`src/rtl/memory_fpga_ctrl_pkg.sv`:
```
// Shared types and defaults for the switch/button memory front-end.
// Imported by memory_fpga_ctrl and btn_edge_sync.
package memory_fpga_ctrl_pkg;

  localparam int DEFAULT_DATA_W      = 16;
  localparam int DEFAULT_ADDR_W      = 4;
  localparam int DEFAULT_SYNC_STAGES = 2;

  typedef enum logic {
    ST_CLEAR = 1'b0,
    ST_IDLE  = 1'b1
  } state_t;

  function automatic int depth_of(input int addr_w);
    return 1 << addr_w;
  endfunction

endpackage

```
`src/rtl/memory_fpga_ctrl_btn_edge_sync.sv`:
```
// Raw push-button synchroniser followed by a rising-edge detector.
// It emits a single-cycle pulse per press, however long the button is held.
module btn_edge_sync
  import memory_fpga_ctrl_pkg::*;
#(
  parameter int SYNC_STAGES = DEFAULT_SYNC_STAGES
) (
  input  logic clk,
  input  logic initialise,
  input  logic btn_raw,
  output logic pulse
);

  logic [SYNC_STAGES-1:0] sync_q;
  logic                   prev_q;

  always_ff @(posedge clk) begin
    if (initialise) begin
      sync_q <= '0;
      prev_q <= 1'b0;
    end else begin
      sync_q <= {sync_q[SYNC_STAGES-2:0], btn_raw};
      prev_q <= sync_q[SYNC_STAGES-1];
    end
  end

  assign pulse = sync_q[SYNC_STAGES-1] & ~prev_q;

endmodule

```
`src/rtl/memory_fpga_ctrl.sv`:
```
// Board memory front-end: switches give address/data, buttons latch address and commit writes.
// Optional macro MEMORY_FPGA_AUTO_INC_EN advances the address after every committed write.
module memory_fpga_ctrl
  import memory_fpga_ctrl_pkg::*;
#(
  parameter int                DATA_W      = DEFAULT_DATA_W,
  parameter int                ADDR_W      = DEFAULT_ADDR_W,
  parameter logic [DATA_W-1:0] INIT_VAL    = '0,
  parameter int                SYNC_STAGES = DEFAULT_SYNC_STAGES
) (
  input  logic              clk,
  input  logic              initialise,
  input  logic [DATA_W-1:0] SW,
  input  logic              BTN_addr,
  input  logic              BTN_write,
  output logic [DATA_W-1:0] out,
  output logic [ADDR_W-1:0] addr_out,
  output logic              busy
);

  localparam int DEPTH = depth_of(ADDR_W);

  logic [DATA_W-1:0] mem [0:DEPTH-1];

  state_t            state;
  state_t            state_next;
  logic [ADDR_W-1:0] clr_ptr;
  logic [ADDR_W-1:0] clr_ptr_next;
  logic [ADDR_W-1:0] addr_next;
  logic              busy_next;
  logic              mem_we;
  logic [ADDR_W-1:0] mem_waddr;
  logic [DATA_W-1:0] mem_wdata;
  logic              addr_pulse;
  logic              write_pulse;

  btn_edge_sync #(.SYNC_STAGES(SYNC_STAGES)) u_sync_addr (
    .clk        (clk),
    .initialise (initialise),
    .btn_raw    (BTN_addr),
    .pulse      (addr_pulse)
  );

  btn_edge_sync #(.SYNC_STAGES(SYNC_STAGES)) u_sync_write (
    .clk        (clk),
    .initialise (initialise),
    .btn_raw    (BTN_write),
    .pulse      (write_pulse)
  );

  always_ff @(posedge clk) begin
    if (initialise) begin
      state    <= ST_CLEAR;
      clr_ptr  <= '0;
      addr_out <= '0;
      busy     <= 1'b1;
    end else begin
      state    <= state_next;
      clr_ptr  <= clr_ptr_next;
      addr_out <= addr_next;
      busy     <= busy_next;
    end
  end

  // Button pulses are only honoured in IDLE; during CLEAR they fall on the floor.
  always_comb begin
    state_next   = state;
    clr_ptr_next = clr_ptr;
    addr_next    = addr_out;
    busy_next    = busy;
    mem_we       = 1'b0;
    mem_waddr    = addr_out;
    mem_wdata    = SW;
    case (state)
      ST_CLEAR: begin
        mem_we       = 1'b1;
        mem_waddr    = clr_ptr;
        mem_wdata    = INIT_VAL;
        clr_ptr_next = clr_ptr + 1'b1;
        if (clr_ptr == ADDR_W'(DEPTH - 1)) begin
          state_next = ST_IDLE;
          busy_next  = 1'b0;
        end
      end
      ST_IDLE: begin
        busy_next = 1'b0;
        if (write_pulse) begin
          mem_we = 1'b1;
`ifdef MEMORY_FPGA_AUTO_INC_EN
          addr_next = addr_out + 1'b1;
`else
          addr_next = addr_out;
`endif
        end
        // A same-cycle address press overrides any auto-increment; the write still used the old address.
        if (addr_pulse) begin
          addr_next = SW[ADDR_W-1:0];
        end
      end
      default: begin
        state_next = ST_CLEAR;
      end
    endcase
  end

  always_ff @(posedge clk) begin
    if (mem_we && !initialise) begin
      mem[mem_waddr] <= mem_wdata;
    end
  end

  // Read-before-write: a write or address change appears on out one edge later.
  always_ff @(posedge clk) begin
    if (initialise) begin
      out <= '0;
    end else if (state == ST_IDLE) begin
      out <= mem[addr_out];
    end
  end

endmodule

```
`config.mk`:
```
export PLATFORM = sky130hd
export DESIGN_NAME = memory_fpga_ctrl
export DESIGN_NICKNAME = d
export VERILOG_FILES = /design/src/rtl/memory_fpga_ctrl_pkg.sv /design/src/rtl/memory_fpga_ctrl_btn_edge_sync.sv /design/src/rtl/memory_fpga_ctrl.sv
export SDC_FILE = /design/constraint.sdc
export NUM_CORES = 1
export LEC_CHECK = 0
export CAP_MARGIN = 30
export CORE_MARGIN = 4
export CORE_UTILIZATION = 60
export CTS_CLUSTER_SIZE = 12
export DETAILED_ROUTE_END_ITERATION = 12
export HOLD_SLACK_MARGIN = 0.03
export PLACE_DENSITY = 0.79
export SLEW_MARGIN = 20
export SYNTH_ARGS = -nofsm -noshare
export SYNTH_HDL_FRONTEND = slang
export SYNTH_SLANG_ARGS = --single-unit
```
`constraint.sdc`:
```
create_clock -name clk -period 2.9 [get_ports clk]
set_input_delay 0.725 -clock clk [delete_from_list [all_inputs] [get_ports clk]]
set_output_delay 0.725 -clock clk [all_outputs]
set_load 0.1 [all_outputs]
```
==> summary.json <==
{
  "grt_setup_unrepaired": "no",
  "mostFrequentLayoutCell": "sky130_fd_sc_hd__edfxtp_1",
  "route.final.wire_length_mm": 23.1,
  "dpl.cell_count": 907,
  "die_area_um2": 20800,
  "final_slew_viol_count": 0,
  "synth-edff-count": 256,
  "finalWeightedCongestion": 0.850,
  "grt_antenna_before_repair": 0,
  "critical_path_arrival_ns": 1.92,
  "final_cell_mix": "sky130_fd_sc_hd__edfxtp_1, sky130_fd_sc_hd__mux2i_1, sky130_fd_sc_hd__buf_4",
  "synthArstFlopShare": 0,
  "p_leak_nw": 4.36,
  "grt_max_degree": 54,
  "crit_path_start": "addr_out[0]",
  "min-delay-start": "u_sync_addr.sync_q[0]",
  "yosys.cell_types.count": 33,
  "remaining_drc_errors": 0,
  "port_buffers": 40,
  "critical_r2r_launch": "state",
  "timing.final.ws_setup_ns": 0.260,
  "syn2layout_area_growth_pct": 15.4,
  "synth.yosys.seq_area_share": 0.749,
  "post_route_cells_drive_above_1_share": 0.194,
  "layout_worst_path_cycle_share": 0.910,
  "synth_top_flop_cell": "sky130_fd_sc_hd__edfxtp_1",
  "dp_hpwl_mm": 15.2,
  "initial_cell_density_of_the_core": 0.615,
  "tritoncts": "built",
  "fin_hold_ws_ns": 0.450,
  "fin_tns_setup_ns": 0,
  "core_region_area_um2": 18100,
  "max_capacitance_violation_count": 0,
  "synth.cell_area_um2": 11100,
  "dr.pass1.iters": 5,
  "wire_length_of_the_first_global_routing_pass_mm": 35.2,
  "cts_resized": 0,
  "finalWorstPathRequiredPeriod_ns": 2.64,
  "netlist.top_cell.by_area": "sky130_fd_sc_hd__edfxtp_1",
  "status": "complete, no violations",
  "clock_sink_count": 288,
  "timing.critical_path.fanout_max": 14,
  "max_slew.worst_pin.slew_ns": 0.916,
  "num_rows": 49,
  "cell_breakdown_of_the_critical_path": "buf_4, buf_12",
  "setup.worst_path.start_class": "flip-flop",
  "finish.net_count": 730,
  "post_drt_wl_per_cell_um": 24.0,
  "globalRouteTotalUtil": 0.226,
  "worstHoldPathType": "reg2reg",
  "worstPathRequired_ns": 2.17,
  "clk_pin_slew_ns": 0.06,
  "ys_ff_latch": 288,
  "floorplan.io_pins": 41,
  "dieHeight_um": 144,
  "post_synthesis_compound_gate_area_fraction": 0.0354,
  "synthesis.yosys.warnings": 0,
  "slew-limit-headroom": 0.389,
  "detailedRoute.firstIterationViolations": 520,
  "synth_top_family_by_area": "multiplexers",
  "cts.hold.buffers_added": 0,
  "post_drt_via_cell_ratio": 6.19,
  "clockRootBuffer": "sky130_fd_sc_hd__clkbuf_16",
  "grt_pass1_vias": 6039,
  "maxClockFrequency_mhz": 379,
  "htree_num_levels": 1,
  "critPathMaxStageDelay_ns": 0.79,
  "number_of_buffers_on_the_longest_clock_path": 3,
  "post_synthesis_mux_area_share": 0.142,
  "antenna_left": 0,
  "cts-buffers-inserted": 29,
  "synth_top_area_frac": 0.691,
  "hold_viol_final": 0,
  "synthXorXnorAreaFrac": 0.00236,
  "p_total_w": 0.00807,
  "diodes": 0,
  "end_kind": "output pin",
  "vias": 5944,
  "ff2ff_setup_slack_ns": 0.62,
  "grt_overflow_total": 0,
  "syn_nets": 651,
  "powerDensity_nw_per_um2": 629,
  "pre_cts_ws_ns": 0.415,
  "synth_area_in_simple_gates": 0.0541,
  "gate_count_post_synth": 630,
  "critPathSlowestCell": "sky130_fd_sc_hd__dfxtp_1",
  "dieWidth_um": 144,
  "post_cts_buffers": 0,
  "postSynthAreaPerCell_um2": 17.6,
  "finalNonFillerCells": 961,
  "critPathKind": "reg2out",
  "setup_skew_ns": 0.0202,
  "vdd.ir_drop.worst_mv": 0.575,
  "timing.final.setup_violations": 0,
  "synth.area.top_cells": "sky130_fd_sc_hd__edfxtp_1, sky130_fd_sc_hd__mux2i_1, sky130_fd_sc_hd__dfxtp_1, sky130_fd_sc_hd__mux4_2, sky130_fd_sc_hd__a22oi_1",
  "insertion_delay_ns": 0.54,
  "synth_adder_area_share": 0.00113
}
==> registers in the layout, summed over array words and instances (netlist names) <==
name / cells
clr_ptr: 4
addr_out: 4
u_sync_write.sync_q: 2
u_sync_addr.sync_q: 2
mem: 256
state: 1
busy: 1
out: 16
u_sync_addr.prev_q: 1
u_sync_write.prev_q: 1
==> critical path, delay by kind of cell (launching register included) <==
family | cells | cell delay (ns)
buf+inv | 2 | 0.58
flops | 1 | 0.79
==> report_power, final <==
part	internal, W	switching [W]
sequential	0.00451	0.0000163
clock	0.00196	0.00143
combinational	0.0000663	0.0000870
total	0.00653	0.00154
==> cells in the mapped netlist, types with 5 or more instances <==
cell,count
sky130_fd_sc_hd__edfxtp_1,256
sky130_fd_sc_hd__mux2i_1,92
sky130_fd_sc_hd__a22oi_1,36
sky130_fd_sc_hd__dfxtp_1,32
sky130_fd_sc_hd__nor2_1,31
sky130_fd_sc_hd__nand3_1,30
sky130_fd_sc_hd__nand2_1,25
sky130_fd_sc_hd__buf_2,21
sky130_fd_sc_hd__and2_1,17
sky130_fd_sc_hd__a21oi_1,15
sky130_fd_sc_hd__mux4_2,14
sky130_fd_sc_hd__mux4_1,10
sky130_fd_sc_hd__clkbuf_1,9
sky130_fd_sc_hd__nor2b_1,9
sky130_fd_sc_hd__mux2_2,7
sky130_fd_sc_hd__o21ai_0,5
==> kinds of logic after synthesis <==
| kind of cell | after synthesis |
|---|---|
| compound gates | 59 |
| fa+ha+maj | 1 |
| buf+inv | 34 |
| flops | 288 |
| mux | 123 |
| simple gates | 122 |
| xor+xnor | 3 |
==> layer usage <==
| metal | up-vias | global-route usage | share of wire | wire (µm) |
|---|---|---|---|---|
| met1 | 3011 | 0.312 | 0.40 | 9110 |
| met3 | 54 | 0.0341 | 0.067 | 1550 |
| met4 | 0 | 0.0560 | 0.023 | 539 |
| met2 | 244 | 0.385 | 0.51 | 11900 |
| met5 | - | 0 | 0 | 0 |
| li1 | 2635 | - | - | - |
==> worst paths after layout <==
kind | endpoint | cells past startpoint
max | addr_out[0] | 2
min | u_sync_addr.sync_q[1] | 1
max reg2reg | mem[7][15] | 4
min reg2reg | u_sync_addr.sync_q[1] | 1
==> area by class of cell <==
cell class,instances,area [µm²]
Sequential cell,288,8330
Fill cell,1116,5260
Multi-Input combinational cell,308,2650
Clock buffer,50,845
Timing Repair Buffer,82,688
Tap cell,229,287
Clock inverter,4,23.8
==> per-stage QoR <==
stage / utilization / instance area, µm²
2_1_floorplan: - / 11100
3_3_place_gp: 0.661 / 12000
3_5_place_dp: 0.661 / 12000
4_1_cts: 0.709 / 12800
5_1_grt: 0.709 / 12800
6_report: 0.709 / 12800
No activity file was read; power rests on OpenSTA's default activity.
